==> src/rtl/vend_controller.sv <==
// Vending transaction sequencer: credits coins, runs the dispense handshake and returns change/refunds.
// Optional inactivity refund while holding credit is enabled by defining VEND_TIMEOUT_EN.
module vend_controller #(
    parameter int PRICE0         = 3,
    parameter int PRICE1         = 5,
    parameter int PRICE2         = 7,
    parameter int PRICE3         = 10,
    parameter int MAX_CREDIT     = 50,
    parameter int TIMEOUT_CYCLES = 1000
) (
    input  logic       clk,
    input  logic       rst_n,
    input  logic       coin_pulse,
    input  logic [7:0] coin_value,
    input  logic       sel_valid,
    input  logic [1:0] sel_item,
    input  logic       cancel,
    input  logic       vend_ack,
    output logic [7:0] credit,
    output logic       vend_req,
    output logic [1:0] vend_item,
    output logic       change_pulse,
    output logic [7:0] change_value,
    output logic       coin_reject,
    output logic       insufficient,
    output logic       busy
);

    typedef enum logic [1:0] {IDLE, CREDIT, VEND, CHANGE} state_t;

    state_t     r_state;
    logic [7:0] r_credit;
    logic       r_vendReq;
    logic [1:0] r_vendItem;
    logic       r_changePulse;
    logic [7:0] r_changeValue;
    logic       r_coinReject;
    logic       r_insufficient;
    logic       r_busy;

    logic [8:0] w_sum;
    logic       w_coinOk;
    logic [7:0] w_coinAdd;
    logic [7:0] w_price;
    logic       w_timeout;
    logic       w_cancel;

    // Coins are only credited while no transaction is in flight and the ceiling is respected.
    assign w_sum     = {1'b0, r_credit} + {1'b0, coin_value};
    assign w_coinOk  = coin_pulse && ((r_state == IDLE) || (r_state == CREDIT))
                       && (w_sum <= 9'(MAX_CREDIT));
    assign w_coinAdd = w_coinOk ? coin_value : 8'd0;
    assign w_cancel  = cancel || w_timeout;

    always_comb begin
        w_price = 8'(PRICE0);
        case (sel_item)
            2'd0: w_price = 8'(PRICE0);
            2'd1: w_price = 8'(PRICE1);
            2'd2: w_price = 8'(PRICE2);
            2'd3: w_price = 8'(PRICE3);
            default: w_price = 8'(PRICE0);
        endcase
    end

`ifdef VEND_TIMEOUT_EN
    logic [15:0] r_timer;

    assign w_timeout = (r_state == CREDIT) && (r_timer == 16'(TIMEOUT_CYCLES - 1));

    always_ff @(posedge clk or negedge rst_n) begin
        if (!rst_n) begin
            r_timer <= '0;
        end else if ((r_state != CREDIT) || coin_pulse || sel_valid || cancel || w_timeout) begin
            r_timer <= '0;
        end else begin
            r_timer <= r_timer + 16'd1;
        end
    end
`else
    assign w_timeout = 1'b0;
`endif

    // Strobes default low each cycle; a cancel outranks a selection in CREDIT.
    always_ff @(posedge clk or negedge rst_n) begin
        if (!rst_n) begin
            r_state        <= IDLE;
            r_credit       <= 8'd0;
            r_vendReq      <= 1'b0;
            r_vendItem     <= 2'd0;
            r_changePulse  <= 1'b0;
            r_changeValue  <= 8'd0;
            r_coinReject   <= 1'b0;
            r_insufficient <= 1'b0;
            r_busy         <= 1'b0;
        end else begin
            r_changePulse  <= 1'b0;
            r_changeValue  <= 8'd0;
            r_coinReject   <= coin_pulse && !w_coinOk;
            r_insufficient <= 1'b0;
            case (r_state)
                IDLE: begin
                    if (w_coinOk) begin
                        r_credit <= w_sum[7:0];
                        if (coin_value != 8'd0) begin
                            r_state <= CREDIT;
                        end
                    end
                    if (sel_valid) begin
                        r_insufficient <= 1'b1;
                    end
                end
                CREDIT: begin
                    if (w_cancel) begin
                        r_changePulse <= 1'b1;
                        r_changeValue <= r_credit + w_coinAdd;
                        r_credit      <= 8'd0;
                        r_busy        <= 1'b1;
                        r_state       <= CHANGE;
                    end else if (sel_valid && (r_credit >= w_price)) begin
                        r_credit   <= r_credit - w_price + w_coinAdd;
                        r_vendItem <= sel_item;
                        r_vendReq  <= 1'b1;
                        r_busy     <= 1'b1;
                        r_state    <= VEND;
                    end else begin
                        r_credit <= r_credit + w_coinAdd;
                        if (sel_valid) begin
                            r_insufficient <= 1'b1;
                        end
                    end
                end
                VEND: begin
                    if (vend_ack) begin
                        r_vendReq <= 1'b0;
                        if (r_credit != 8'd0) begin
                            r_changePulse <= 1'b1;
                            r_changeValue <= r_credit;
                            r_credit      <= 8'd0;
                            r_state       <= CHANGE;
                        end else begin
                            r_busy  <= 1'b0;
                            r_state <= IDLE;
                        end
                    end
                end
                CHANGE: begin
                    r_busy  <= 1'b0;
                    r_state <= IDLE;
                end
                default: begin
                    r_busy  <= 1'b0;
                    r_state <= IDLE;
                end
            endcase
        end
    end

    assign credit       = r_credit;
    assign vend_req     = r_vendReq;
    assign vend_item    = r_vendItem;
    assign change_pulse = r_changePulse;
    assign change_value = r_changeValue;
    assign coin_reject  = r_coinReject;
    assign insufficient = r_insufficient;
    assign busy         = r_busy;

endmodule

==> config.mk <==
export PLATFORM = sky130hd
export DESIGN_NAME = vend_controller
export DESIGN_NICKNAME = d
export VERILOG_FILES = /design/src/rtl/vend_controller.sv
export SDC_FILE = /design/constraint.sdc
export NUM_CORES = 1
export LEC_CHECK = 0
export CAP_MARGIN = 15
export CORE_MARGIN = 8
export CORE_UTILIZATION = 45
export CTS_CLUSTER_SIZE = 16
export DETAILED_ROUTE_END_ITERATION = 10
export GPL_ROUTABILITY_DRIVEN = 0
export PLACE_DENSITY = 0.79
export SETUP_SLACK_MARGIN = 0.15
export SLEW_MARGIN = 20
export SYNTH_ARGS = -nofsm -noshare
export SYNTH_HDL_FRONTEND = slang
export SYNTH_SLANG_ARGS = --single-unit
==> constraint.sdc <==
create_clock -name clk -period 4.75 [get_ports clk]
set_clock_uncertainty 0.15 [all_clocks]
set_input_delay 0.95 -clock clk [delete_from_list [all_inputs] [get_ports clk]]
set_output_delay 0.95 -clock clk [all_outputs]
set_load 0.1 [all_outputs]
==> results.md, run 1 <==
* Iteration-0 DRC Markers at 313
* Post-synthesis compound-gate area fraction at 20.9%
* Port Buffers at 38
* CTS Sinks at 25
* Via count at 2670
* Crit share post-route at 98.6%
* Synthesized area per cell at 8.68 sq um
* CTS tree: done
* Site Rows at 27
* Initial antenna violation count at 0
* Finish-stage setup viols at 0
* CTS root buffer: clkbuf_8
* DR vias/cell at 5.64
* Synth cell types at 55
* Crit Path Class: input pin to register
* Syn-to-layout area delta at 48.8%
* Slew Limit Fails at 0
* Post-synth EDFFs at 0
* Post-Synth XOR/XNOR Area at 5.78%
* Tmin final at 4.68 ns
* DRT Wirelength at 8.20 mm
* Die footprint at 0.00841 sq mm
* Final hold vios at 0
* Met2 WL at 3.88 mm
* Post-Synthesis Cells at 297
* Initial Util at 46.8%
* Max Fclk at 214 MHz
* Commonest cells post-synth: inv_1, ha_1, dfrtp_1, nor2_1, nand2_1
* Die height at 91.7 um
* Ys flop type: dfrtp_1
* Non-filler cells, final at 473
* Synth top area share at 24.3%
* Area leader, netlist: dfrtp_1
* ANT nets after route at 0
* Fraction of registers with async set/reset at 100%
* Total Routing Usage GR at 18.5%
* Reg clk slew, reported paths at 0.10 ns
* GRT overflow at 0
* Layout Nets at 460
* First-pass iteration count of the detailed router at 5
* Residual DRC at 0
* Worst slew pin tran at 0.977 ns
* Multiplexer share of the synthesized area at 2.96%
* Max clock buf depth at 2
* RSZ-0062 raised after global routing: yes
* Yosys reg bits at 25
* Syn Nets at 355
* WHS Path Cells at 2
* Met3 Routed Length at 769 um
* Top-count cell post-synth: inv_1
* Main combinational cell family by area after synthesis: adder cells
* CTS Buf Count at 3
* Core ar. at 0.00551 sq mm
* WP data arrival at 4.68 ns
* WP data required at 4.75 ns
* Worst setup margin at 0.0665 ns
* Wire length per cell at 17.3 um
* Hold buffers post-CTS at 0
* First-pass GRT wire length at 12.9 mm
* Max Cap Viol at 0
* Critical Path Fanout Max at 4
* Simple-gate area share of the yosys netlist at 16.3%
* Synth Warn # at 0
* Number of global-route vias before repair at 2623
* Largest net degree at the start of global routing at 26
* Met1 Wirelength at 3.22 mm
* Element type at the critical path end: register
* Cell Area, Synth at 0.00258 sq mm
* Die Span X at 91.7 um
* CP startpoint kind: input pin
* Placed insts at 461
* Io pins at 39
* Status: completed
* Main area contributors after synthesis: dfrtp_1, ha_1, inv_1
* Htree depth at 1
* Inserted Diodes at 0
* Share of cells above drive strength 1 at 32.4%
* DP HPWL at 6.00 mm
* Top sig layer: met4
* Adder-Cell Fraction of Synth Area at 22.1%
* Seq/Total Area, Yosys at 24.3%
* R2R cell count at 18
* HP Class: register to register
* Clk_lat worst skew at 0.27 ns
* Setup TNS at 0 ns
* Place WS at -0.918 ns
* Max-slew headroom at 34.6%
-- worst max-delay path, stage by stage --
cell	delay, ns
buf_8	0.07
ha_4	0.13
inv_2	0.04
fa_2	0.35
nand2b_4	0.17
a21o_1	0.17
a311oi_2	0.24
and4_4	0.30
and3_4	0.20
fa_1	0.44
ha_1	0.30
a21oi_2	0.15
o211ai_1	0.15
o41ai_2	0.29
xor2_1	0.17
mux2i_1	0.10
xnor2_1	0.15
a32oi_1	0.21
o2bb2ai_1	0.08
-- flip-flops by register name (all words and copies together) (netlist names) --
| name | flops |
|---|---|
| busy | 1 |
| change_pulse | 1 |
| change_value | 8 |
| coin_reject | 1 |
| credit | 8 |
| insufficient | 1 |
| r_state | 2 |
| vend_item | 2 |
| vend_req | 1 |
-- layout make-up --
type                    instances  area, sq um
multi-input cells             224         2030
fillers                       402         1670
repair buffers                106          883
flip-flops and latches         25          628
inverters                      42          158
well taps                      72         90.1
clock buffers                   3         41.3
clock inverters                 1         5.00
-- repair_timing --
action	4_1_cts	5_1_grt
gates resized for setup	30	10
endpoints found under the hold margin	0	0
setup buffers	3	5
endpoints found under the setup margin	11	8
pin swaps	22	15
-- path summary, 6_finish.rpt --
check	startpoint	to	slack (ns)
worst max-delay path	coin_value[0]	credit[7]	0.07
worst min-delay path	vend_item[1]	vend_item[1]	0.33
worst max register to register	credit[0]	credit[7]	0.38
worst min register to register	vend_item[1]	vend_item[1]	0.33
max in group asynchronous	rst_n	credit[0]	3.52
min in group asynchronous	rst_n	change_value[6]	0.51
-- per-layer routing --
| metal | GRT usage, % | vias up |
|---|---|---|
| li1 | - | 1237 |
| met1 | 23.0 | 1227 |
| met2 | 29.8 | 170 |
| met3 | 4.16 | 36 |
| met4 | 8.59 | 0 |
| met5 | 0 | - |
-- layout by cell type, fill, tap and decap left out, types with 5 or more instances in the layout --
cell	synthesis	routed
ha_4	0	10
clkdlybuf4s50_1	0	30
a21oi_1	19	15
ha_1	36	26
a21oi_2	1	5
buf_4	0	69
inv_1	42	38
nor2_1	25	25
o21ai_0	11	9
dfrtp_1	25	23
nand2_1	21	19
xnor2_1	11	9
a22oi_1	7	7
-- through the flow --
stage	hold slack, ns	area, sq um	utilization, %
after floorplan	0.351	2710	-
after CTS	0.342	3750	68.1
after global routing	0.370	3840	69.7
final	0.335	3840	69.7
after global placement	0.310	3590	65.1
after detailed placement	0.322	3580	65.0
-- cells by family (layout without fill, tap and decap cells) --
logic type | count (synthesis) | in the layout
and+or+nand+nor | 82 | 82
AOI/OAI and AO/OA | 76 | 76
buffers and inverters | 48 | 152
adders and majority gates | 42 | 42
DFF | 25 | 25
xor gates and xnor gates | 17 | 17
muxes | 7 | 7
Power of run 1 is not shown: default switching activity piles up to over one toggle a cycle in this logic, so the estimate is an artifact.
==> inputs of run 2 (changes only) <==
--- a/config.mk
+++ b/config.mk
@@ -11,7 +11,7 @@
 export CTS_CLUSTER_SIZE = 16
 export DETAILED_ROUTE_END_ITERATION = 10
 export GPL_ROUTABILITY_DRIVEN = 0
-export PLACE_DENSITY = 0.79
+export PLACE_DENSITY = 0.76
 export SETUP_SLACK_MARGIN = 0.15
 export SLEW_MARGIN = 20
 export SYNTH_ARGS = -nofsm -noshare
==> constraint.sdc (replaced) <==
create_clock -name clk -period 5.1 [get_ports clk]
set_clock_uncertainty 0.15 [all_clocks]
set_input_delay 1.02 -clock clk [delete_from_list [all_inputs] [get_ports clk]]
set_output_delay 1.02 -clock clk [all_outputs]
set_load 0.1 [all_outputs]
==> run 2 against run 1 <==
- register-to-register slack improved by 0.15 ns
- wire length rose by 0.74%
- non-clock buffer count fell by 5
- hold slack got worse by 0.00071 ns
- critical path depth rose by 2
- cell count fell by 1.1%
- clock-buffer cell count did not move
- setup slack improved by 0.16 ns
- die area did not move
- via count fell by 0.22%
- sequential share of layout area rose by 0.097 points
==> results.md, run 2 (synthesized netlist as in run 1, its figures left out) <==
* Status: completed
* Die footprint at 0.00841 sq mm (unchanged)
* CTS root buffer: clkbuf_8
* CP max stage cell: fa_1
* Hold Crit Start: busy
* Clk_lat worst skew at 0.28 ns (about the same)
* Critical Path Fanout Max at 4 (unchanged)
* CTS Sinks at 25 (unchanged)
* Hold buffers post-CTS at 0 (unchanged)
* Met3 Routed Length at 574 um (-25%)
* Crit Path Class: input pin to register
* Crit share post-route at 95.5%
* Io pins at 39 (unchanged)
* Commonest non-fill, non-tap cell in the layout: buf_4
* Top sig layer: met4
* Core ar. at 0.00551 sq mm (unchanged)
* Initial antenna violation count at 0 (unchanged)
* Multi-input gate area at 0.00202 sq mm (-0.37%)
* Met1 Wirelength at 3.29 mm (+2.2%)
* R2R cell count at 20 (+2)
* DP HPWL at 6.01 mm (about the same)
* Reg2Reg Setup Slack at 0.53 ns (+0.15 ns)
* ANT nets after route at 0 (unchanged)
* WP data arrival at 4.88 ns (+0.20 ns)
* Inserted Diodes at 0 (unchanged)
* Max clock buf depth at 2 (unchanged)
* WP data required at 5.11 ns (+0.36 ns)
* DR vias/cell at 5.69 (+0.84%)
* Iteration-0 DRC Markers at 185 (-41%)
* Die height at 91.7 um (unchanged)
* Finish-stage setup viols at 0 (unchanged)
* Reg2reg start: credit[0]
* Fillers at 395 (-1.7%)
* Htree depth at 1 (unchanged)
* Site Rows at 27 (unchanged)
* Syn-to-layout area delta at 48.0%
* Total Routing Usage GR at 18.7% (+0.21 points)
* Wire length per cell at 17.6 um (+1.8%)
* HP Class: register to register
* Critical path cell sequence: buf_8 -> ha_4 -> inv_2 -> fa_2 -> nand2b_4 -> buf_6 -> a21oi_2 -> xor2_1 -> buf_4 -> o311ai_4 -> and3_4 -> fa_1 -> ha_4 -> a21oi_4 -> o211ai_1 -> o41ai_2 -> xor2_1 -> mux2i_1 -> xnor2_1 -> a32oi_1 -> o2bb2ai_1
* Hold endpoint: busy
* WHS Path Cells at 2 (unchanged)
* CP startpoint kind: input pin
* Die Span X at 91.7 um (unchanged)
* Max Fclk at 205 MHz
* Reg-to-Reg End: credit[7]
* Element type at the critical path end: register
* Reg clk slew, reported paths at 0.09 ns (about the same)
* Initial Util at 46.8% (unchanged)
* Max Cap Viol at 0 (unchanged)
* CTS Buf Count at 3 (unchanged)
* Commonest non-fill, non-tap cells in the layout: buf_4, inv_1, clkdlybuf4s50_1
* Number of global-route vias before repair at 2691 (+2.6%)
* Final hold vios at 0 (unchanged)
* First-pass iteration count of the detailed router at 5 (unchanged)
* Largest net degree at the start of global routing at 26 (unchanged)
* GRT overflow at 0 (unchanged)
* Residual DRC at 0 (unchanged)
* Met2 WL at 3.98 mm (+2.5%)
* Max incr delay on CP at 0.60 ns (+0.16 ns)
* RSZ-0062 raised after global routing: no
* Layout Nets at 455 (-1.1%)
* Placement Cell Area at 0.00344 sq mm (-3.9%)
* Max-slew headroom at 34.1% (-0.53 points)
* CTS tree: done
* Share of cells above drive strength 1 at 30.8% (-1.6 points)
* Final instance area at 0.00381 sq mm (-0.59%)
* DRT Wirelength at 8.26 mm (+0.74%)
* Slew Limit Fails at 0 (unchanged)
* First-pass GRT wire length at 13.0 mm (+0.53%)
* Via count at 2664 (-0.22%)
* FF+latch area at 628 sq um (unchanged)
* Port Buffers at 38 (unchanged)
* Worst slew pin tran at 0.985 ns (+0.00785 ns)
* Tmin final at 4.87 ns
## run 2: area by class of cell
type | instances | share of cell area (%)
well taps | 72 | 2.36
clock inverters | 1 | 0.131
multi-input cells | 224 | 53.1
flip-flops and latches | 25 | 16.5
inverters | 42 | 4.13
clock buffers | 3 | 1.08
repair buffers | 101 | 22.8
## run 2: routing by layer
| layer | vias up | GRT usage (%) |
|---|---|---|
| met5 | - | 0 |
| met4 | 0 | 11.3 |
| met3 | 36 | 3.18 |
| met2 | 149 | 31.7 |
| met1 | 1248 | 21.7 |
| li1 | 1231 | - |
## run 2: how the worst max path moves through the flow
stage | cells past startpoint | to | startpoint | slack (ns)
floorplan | 21 | credit[7] | coin_value[0] | 0.12
detailed placement | 19 | credit[7] | coin_value[0] | -0.59
CTS | 20 | credit[7] | coin_value[2] | 0.15
finish | 21 | credit[7] | coin_value[0] | 0.23
global placement | 19 | credit[7] | coin_value[0] | -0.50
global route | 21 | credit[7] | coin_value[0] | 0.08
## run 2: critical path: cells and delay by family
kind	cells	cell delay, ns
fa+ha+maj	4	1.29
simple gates	2	0.34
mux	1	0.14
xor+xnor	3	0.57
compound gates	7	1.13
buf+inv	4	0.39
## run 2: repair_timing
item	CTS	global route
resized for setup	39	21
setup buffers	6	3
pin swaps	21	21
endpoints found under the setup margin	8	6
## run 2: per-stage QoR
stage               std cells  utilization [%]  worst slack [ns]  TNS [ns]  hold slack (ns)
floorplan                 297                -             0.119         0            0.351
global placement          455             62.5            -0.501     -2.74            0.312
detailed placement        455             62.5            -0.586     -3.55            0.321
CTS                       465             67.7             0.154         0            0.341
global route              468             69.3            0.0779         0            0.359
finish                    468             69.3             0.228         0            0.334
Power of run 2 is left out for the same reason.
